$ cat src/rtl/ghr_checkpoint_ctrl.sv
// ghr_checkpoint_ctrl: speculative/committed global history with an in-flight prediction FIFO and flush recovery
module ghr_checkpoint_ctrl #(
  parameter int depth = 4,
  parameter int NUM_CKPT = 4
) (
  input  logic                        clk,
  input  logic                        rst,
  input  logic                        pred_valid,
  input  logic                        pred_taken,
  output logic                        pred_ready,
  input  logic                        resolve_valid,
  input  logic                        resolve_taken,
  output logic                        resolve_ready,
  input  logic                        squash,
  output logic [depth-1:0]            spec_ghr,
  output logic [depth-1:0]            commit_ghr,
  output logic                        mispredict,
  output logic                        flush,
  output logic [$clog2(NUM_CKPT+1)-1:0] inflight
);
  localparam int PW = $clog2(NUM_CKPT);
  localparam int CW = $clog2(NUM_CKPT+1);
  typedef enum logic {RUN, RECOVER} state_t;
  state_t state, state_nxt;
  logic [NUM_CKPT-1:0] fifo;
  logic [PW-1:0] wr_ptr, rd_ptr;
  logic pred_acc, res_acc, mis_nxt, flush_nxt;
  logic [depth-1:0] commit_nxt, spec_nxt;
  function automatic logic [PW-1:0] inc(input logic [PW-1:0] p);
    return p == PW'(NUM_CKPT-1) ? '0 : p + 1'b1;
  endfunction
  assign pred_ready = state == RUN && inflight != CW'(NUM_CKPT);
  assign resolve_ready = state == RUN && inflight != '0;
  always_comb begin
    pred_acc = pred_valid & pred_ready;
    res_acc = resolve_valid & resolve_ready;
    mis_nxt = res_acc && resolve_taken != fifo[rd_ptr];
    flush_nxt = mis_nxt | squash;
    commit_nxt = res_acc ? {commit_ghr[depth-2:0], resolve_taken} : commit_ghr;
    // recovery rebuilds from the post-resolve committed history; wrong-path predictions are dropped
    spec_nxt = flush_nxt ? commit_nxt : pred_acc ? {spec_ghr[depth-2:0], pred_taken} : spec_ghr;
    state_nxt = flush_nxt ? RECOVER : RUN;
  end
  always_ff @(posedge clk) begin
    if (rst) begin
      state <= RUN;
      spec_ghr <= '1;
      commit_ghr <= '1;
      inflight <= '0;
      wr_ptr <= '0;
      rd_ptr <= '0;
      fifo <= '0;
      mispredict <= 1'b0;
      flush <= 1'b0;
    end else begin
      state <= state_nxt;
      spec_ghr <= spec_nxt;
      commit_ghr <= commit_nxt;
      mispredict <= mis_nxt;
      flush <= flush_nxt;
      inflight <= flush_nxt ? '0 : inflight + CW'(pred_acc) - CW'(res_acc);
      wr_ptr <= flush_nxt ? '0 : pred_acc ? inc(wr_ptr) : wr_ptr;
      rd_ptr <= flush_nxt ? '0 : res_acc ? inc(rd_ptr) : rd_ptr;
      if (pred_acc) fifo[wr_ptr] <= pred_taken;
    end
  end
endmodule

$ cat config.mk
export PLATFORM = sky130hd
export DESIGN_NAME = ghr_checkpoint_ctrl
export DESIGN_NICKNAME = d
export VERILOG_FILES = /design/src/rtl/ghr_checkpoint_ctrl.sv
export SDC_FILE = /design/constraint.sdc
export NUM_CORES = 1
export LEC_CHECK = 0
export CAP_MARGIN = 20
export CORE_ASPECT_RATIO = 0.7
export CORE_MARGIN = 5
export CORE_UTILIZATION = 45
export DETAILED_ROUTE_END_ITERATION = 8
export PLACE_DENSITY_LB_ADDON = 0.25
export SETUP_SLACK_MARGIN = 0.15
export SYNTH_ARGS = -nofsm -noshare
export SYNTH_HDL_FRONTEND = slang
export SYNTH_SLANG_ARGS = --single-unit
$ cat constraint.sdc
create_clock -name clk -period 3.3 [get_ports clk]
set_input_delay 0.66 -clock clk [delete_from_list [all_inputs] [get_ports clk]]
set_output_delay 0.66 -clock clk [all_outputs]
set_load 0.005 [all_outputs]
== Yosys cells after proc, flatten, opt, wreduce, memory -nomap -nowiden ==
Cells that the tools add are included.
Cells by class
  add/subtract/negate cells: 4
  magnitude comparators: 3
  equal/unequal tests: 4
  mux-type cells: 11
  bitwise logic cells: 4
  reductions and logical operators: 7
Operators with widths (count)
  $mux 4: 3
  $lt 2x3->1 const B: 2
  $add 2x1->2 const B: 2
  $bwmux 4: 1
  $eq 2x2->1 const B: 2
  $logic_and 1x1->1: 4
  $mux 2: 2
  $add 3x1->3: 1
  $mux 1: 3
  $ne 3x3->1 const B: 1
  $reduce_bool 3->1: 1
  $sub 3x1->3: 1
  $and 1x1->1: 2
  $bmux 1 s2: 1
  $demux 1 s2: 1
  $ge 2x1->1 const B: 1
  $reduce_bool 2->1: 1
  $reduce_or 2->1: 1
  $ne 1x1->1: 1
  $not 1->1: 1
  $or 1x1->1: 1
Storage, ports and cells
  register bits after elaboration: 22
  input bits: 7
  output and inout bits: 15
  word-level logic and storage cells: 42

== Depth between registers and ports, before layout ==
  depth after elaboration: 6
  mapped depth: 10
  gate-level depth less buffers: 8

== Least setup slack after synthesis ==
Ideal clock, no wire load.
  path kind: input -> register
  start point: in resolve_valid
  end point: reg inflight[2]
  setup time: 127 ps
  arrival: 2198 ps
  required time: 3173 ps
  path slack: 974 ps
  stages: 10
  buffers on the path: 2
  cells stage by stage: nor2b_1 > and2_1 > buf_6 > buf_6 > xnor2_1 > ha_1 > fa_1 > xnor2_1 > xnor2_1 > nor2_1
Between the ends
  word-level cells in the longest chain between the ends: 4
  elaborated cells on any way between the ends: 5
  those cells by class: 1 x add/sub; 2 x bitwise; 2 x reduce/logical
Ends and longest elaborated chain
  start: declaration: RTL line 11  | input logic resolve_valid,
  $and 1x1->1 *: RTL line 36  | res_acc = resolve_valid & resolve_ready;
  parallel branches: the longest is 3 deep, another holds $sub 3x1->3
  end signal: assignment: RTL line 61  | inflight <= flush_nxt ? '0 : inflight + CW'(pred_acc) - CW'(res_acc);
  end: declaration: RTL line 19  | output logic [$clog2(NUM_CKPT+1)-1:0] inflight
Mark *: on every way between the ends.
A chain may end at the register's enable or synchronous reset.

== Final worst setup path ==
  start point: in pred_valid
  end point: reg inflight[2]
Between the ends
  word-level cells in the longest chain between the ends: 3
Ends and longest elaborated chain
  start: declaration: RTL line 8  | input logic pred_valid,
  $and 1x1->1: RTL line 35  | pred_acc = pred_valid & pred_ready;
  $add 3x1->3: RTL line 61
  $sub 3x1->3: RTL line 61
No other way between the ends.

==> results.rst <==
.. list-table::
   :header-rows: 1

   * - Metric
     - Value
   * - Run status
     - finished clean
   * - Hold Buf Count CTS
     - 0
   * - Count of max-cap constraint violations
     - 0
   * - GRT Resource Usage Total
     - 0.1545
   * - Wirelength, routed
     - 2.765 mm
   * - R2R Setup Slk
     - 1.00 ns
   * - Most frequent cell on the critical path
     - xnor2_1
   * - Distinct cells, synth
     - 38
   * - Height of the chip
     - 54.75 um
   * - Arrival time at the worst endpoint
     - 2.68 ns
   * - Number of antenna violations at the first check in global routing
     - 0
   * - Internal power
     - 412.3 uW
   * - Average size of a mapped cell
     - 8.699 sq um
   * - Startpoint of the worst hold path
     - commit_ghr[3]
   * - IR drop worst, VDD
     - 205.3 uV
   * - Path type of the worst setup path
     - in2reg
   * - TritonCTS clock tree
     - yes
   * - CTS root buffer
     - clkbuf_8
   * - Worst flop-to-flop path startpoint
     - inflight[2]
   * - Max frequency
     - 393.3 MHz
   * - Combinational fraction of design power
     - 0.209
   * - Ys flop type
     - dfxtp_1
   * - Final max-slew violation count
     - 0
   * - Critical-path top delay cell
     - clkdlybuf4s50_1
   * - Setup_tns
     - 0 ns
   * - Standard-cell row count
     - 16
   * - Die footprint
     - 4048 sq um
   * - Number of DRC violations after detailed routing
     - 0
   * - Clock share of power
     - 0.297
   * - Count of state elements after synthesis
     - 21
   * - Port-buffer cells
     - 21
   * - Clk pin slew, worst setup/hold paths
     - 0.08 ns
   * - Initial core utilization
     - 0.4660
   * - Minimum clock period
     - 2.542 ns
   * - Worst setup EP type
     - flip-flop
   * - Cell Area, Synth
     - 1287 sq um
   * - Post-synth EDFFs
     - 0
   * - Net switching power
     - 150.9 uW
   * - Post-CTS setup buffers
     - 0
   * - DP HPWL
     - 2.147 mm
   * - Inserted Clock Buffers
     - 3
   * - Part of the total power dissipated in sequential elements
     - 0.494
   * - Top cells by area, synth
     - dfxtp_1 33%, mux2i_1 10%, ha_1 5.8%
   * - Measured slew at the worst slew-check pin
     - 0.6163 ns
   * - Wire length of the first global-routing pass
     - 4.705 mm
   * - Number of cells on the worst reg-to-reg path
     - 8
   * - Post-layout instance count excluding filler cells
     - 203
   * - Critical path peak fanout
     - 8
   * - Mapped Nets
     - 162
   * - Unrepaired setup endpoints after global routing
     - false
   * - Worst min-delay path class
     - reg2reg
   * - Core area
     - 2763 sq um
   * - Number of cells traversed by the worst hold path
     - 2
   * - Worst slew margin
     - 0.5882
   * - Clock Tree Buf Depth
     - 2
   * - Fillcell total
     - 249
   * - Ratio of routed vias to standard cells
     - 5.374
   * - Maximum clock skew at final layout
     - 0.006236 ns
   * - Vias in the first global route
     - 1046
   * - Routed vias
     - 1091
   * - WHS Endpoint
     - commit_ghr[3]
   * - Worst path buffer plus inverter count
     - 1
   * - Clock latency reported for the late side of the worst-skew pair
     - 0.26 ns
   * - Antenna cells
     - 0
   * - Async S/R FF share, synth
     - 0
   * - Power per Cell Area
     - 363.6 nW/um^2
   * - DRT antenna net count
     - 0
   * - Wirelength per Cell
     - 13.62 um
   * - Number of instances resized during post-cts repair
     - 0
   * - Grt total ovfl
     - 0
   * - Level count of the clock H-tree
     - 1
   * - Required time reported for the critical path endpoint
     - 3.44 ns
   * - Maximum number of pins on one net before global-route repair
     - 16
   * - Nets@finish
     - 182
   * - Number of hold violations in the final report
     - 0
   * - Area share of the largest cell type after synthesis
     - 0.3265
   * - Cell type contributing the most total cell area after synthesis
     - dfxtp_1
   * - Width of the die
     - 73.93 um
   * - Number of instances in the synthesized netlist
     - 148
   * - Cells traversed along the worst timing path
     - clkdlybuf4s50_1, nand3_1, xnor2_1, ha_1, fa_1, xnor2_1, xnor2_1, nor2_1
   * - Share of final-layout standard cells stronger than drive strength 1
     - 0.05389
   * - Critical Path Max Stage Delay
     - 0.62 ns
   * - Placed instance count
     - 199
   * - Crit path max-delay family
     - buffers and inverters
   * - Leading cell types in the layout, fill and taps excluded
     - 21 x dfxtp_1, 21 x clkdlybuf4s50_1, 17 x nor2_1, 13 x mux2i_1, 12 x nand2_1
   * - Switch share
     - 0.2679
   * - Leakage power summed over all cells
     - 0.0006560 uW
   * - R2r endpoint
     - inflight[2]
   * - Count of yosys warnings during synthesis
     - 0
   * - Final setup violating endpoints
     - 0
   * - Post-synthesis sequential area ratio
     - 0.3265
   * - Layout-stage area growth over the synthesis result
     - 20.31%
   * - First-pass detailed-route iteration total
     - 5
   * - Final period utilization
     - 0.7704
   * - Placer's final routability congestion estimate
     - 0.7374
   * - Startpoint kind of the worst setup timing path
     - input port
   * - Number of design-rule violations left by the first detailed-router iteration
     - 80
   * - I/O pin count
     - 22
   * - Clock sinks
     - 21
==> Yosys cell counts (2+ instances only) <==
master and n:
a21oi_1 3, a31oi_1 5, and2_1 3, and4_1 3, buf_6 2, clkbuf_1 3
dfxtp_1 21, ha_1 6, inv_1 11, mux2i_1 13, nand2_1 12, nand2b_1 5
nand3_1 4, nand4_1 4, nor2_1 17, nor2b_1 5, o311ai_1 3, o31ai_1 3
o41ai_1 3, or3_1 2, xnor2_1 3
==> sequential cells by signal, indices dropped and copies added, names as in the netlist <==
| register | count |
|---|---|
| fifo | 4 |
| flush | 1 |
| spec_ghr | 4 |
| commit_ghr | 4 |
| mispredict | 1 |
| rd_ptr | 2 |
| inflight | 3 |
| wr_ptr | 2 |
==> worst max path at each step <==
stage / start / to / cells after the start
after floorplan: resolve_valid / inflight[2] / 10
after global placement: pred_valid / inflight[2] / 8
after detailed placement: pred_valid / inflight[2] / 8
after CTS: pred_valid / inflight[2] / 8
after global routing: pred_valid / inflight[2] / 8
final: pred_valid / inflight[2] / 8
==> stage by stage <==
step / utilization / hold slack, ns / total power, uW / area [sq um] / worst slack (ns)
2_1_floorplan: - / 0.4627 / 356.5 / 1287 / 0.9743
3_3_place_gp: 0.5444 / 0.4795 / 399.0 / 1504 / 0.5633
3_5_place_dp: 0.5444 / 0.4817 / 402.2 / 1504 / 0.4772
4_1_cts: 0.5607 / 0.4929 / 569.6 / 1549 / 0.7559
5_1_grt: 0.5607 / 0.5018 / 592.9 / 1549 / 0.5648
6_report: 0.5607 / 0.4887 / 563.2 / 1549 / 0.7576
==> layout make-up <==
class / count / area, sq um / share of cell area
inverters: 11 / 41.29 / 0.02666
well taps: 36 / 45.04 / 0.02908
multi-input cells: 109 / 779.5 / 0.5032
clock buffers: 4 / 45.04 / 0.02908
flip-flops and latches: 21 / 420.4 / 0.2714
repair buffers: 22 / 217.7 / 0.1405
==> power groups by stage <==
stage / Clock [uW] / Combinational [uW] / Sequential [uW]
floorplan: 0 / 74.2 / 282
global placement: 0 / 116 / 283
detailed placement: 0 / 118 / 284
CTS: 173 / 119 / 278
global route: 179 / 133 / 280
finish: 167 / 118 / 278
==> tightest hold or removal path: cells and delay by family, from the launching register on <==
kind / cells / cell delay (ns)
flops: 1 / 0.32
simple gates: 2 / 0.11
==> metal layers <==
metal	track usage	vias up	part of all wire
li1	-	568	-
met1	0.1969	494	0.49
met2	0.2676	27	0.45
met3	0.04587	2	0.054
met4	0.01807	0	0.0036
met5	0	-	0
==> cell families after synthesis <==
family | share of synthesized area
and+or+nand+nor | 0.2459
AOI/OAI and AO/OA | 0.1438
DFF | 0.3265
buffers and inverters | 0.06802
muxes | 0.1215
adders and majority gates | 0.07386
xor gates and xnor gates | 0.02041
No activity file was read; power rests on OpenSTA's default activity.
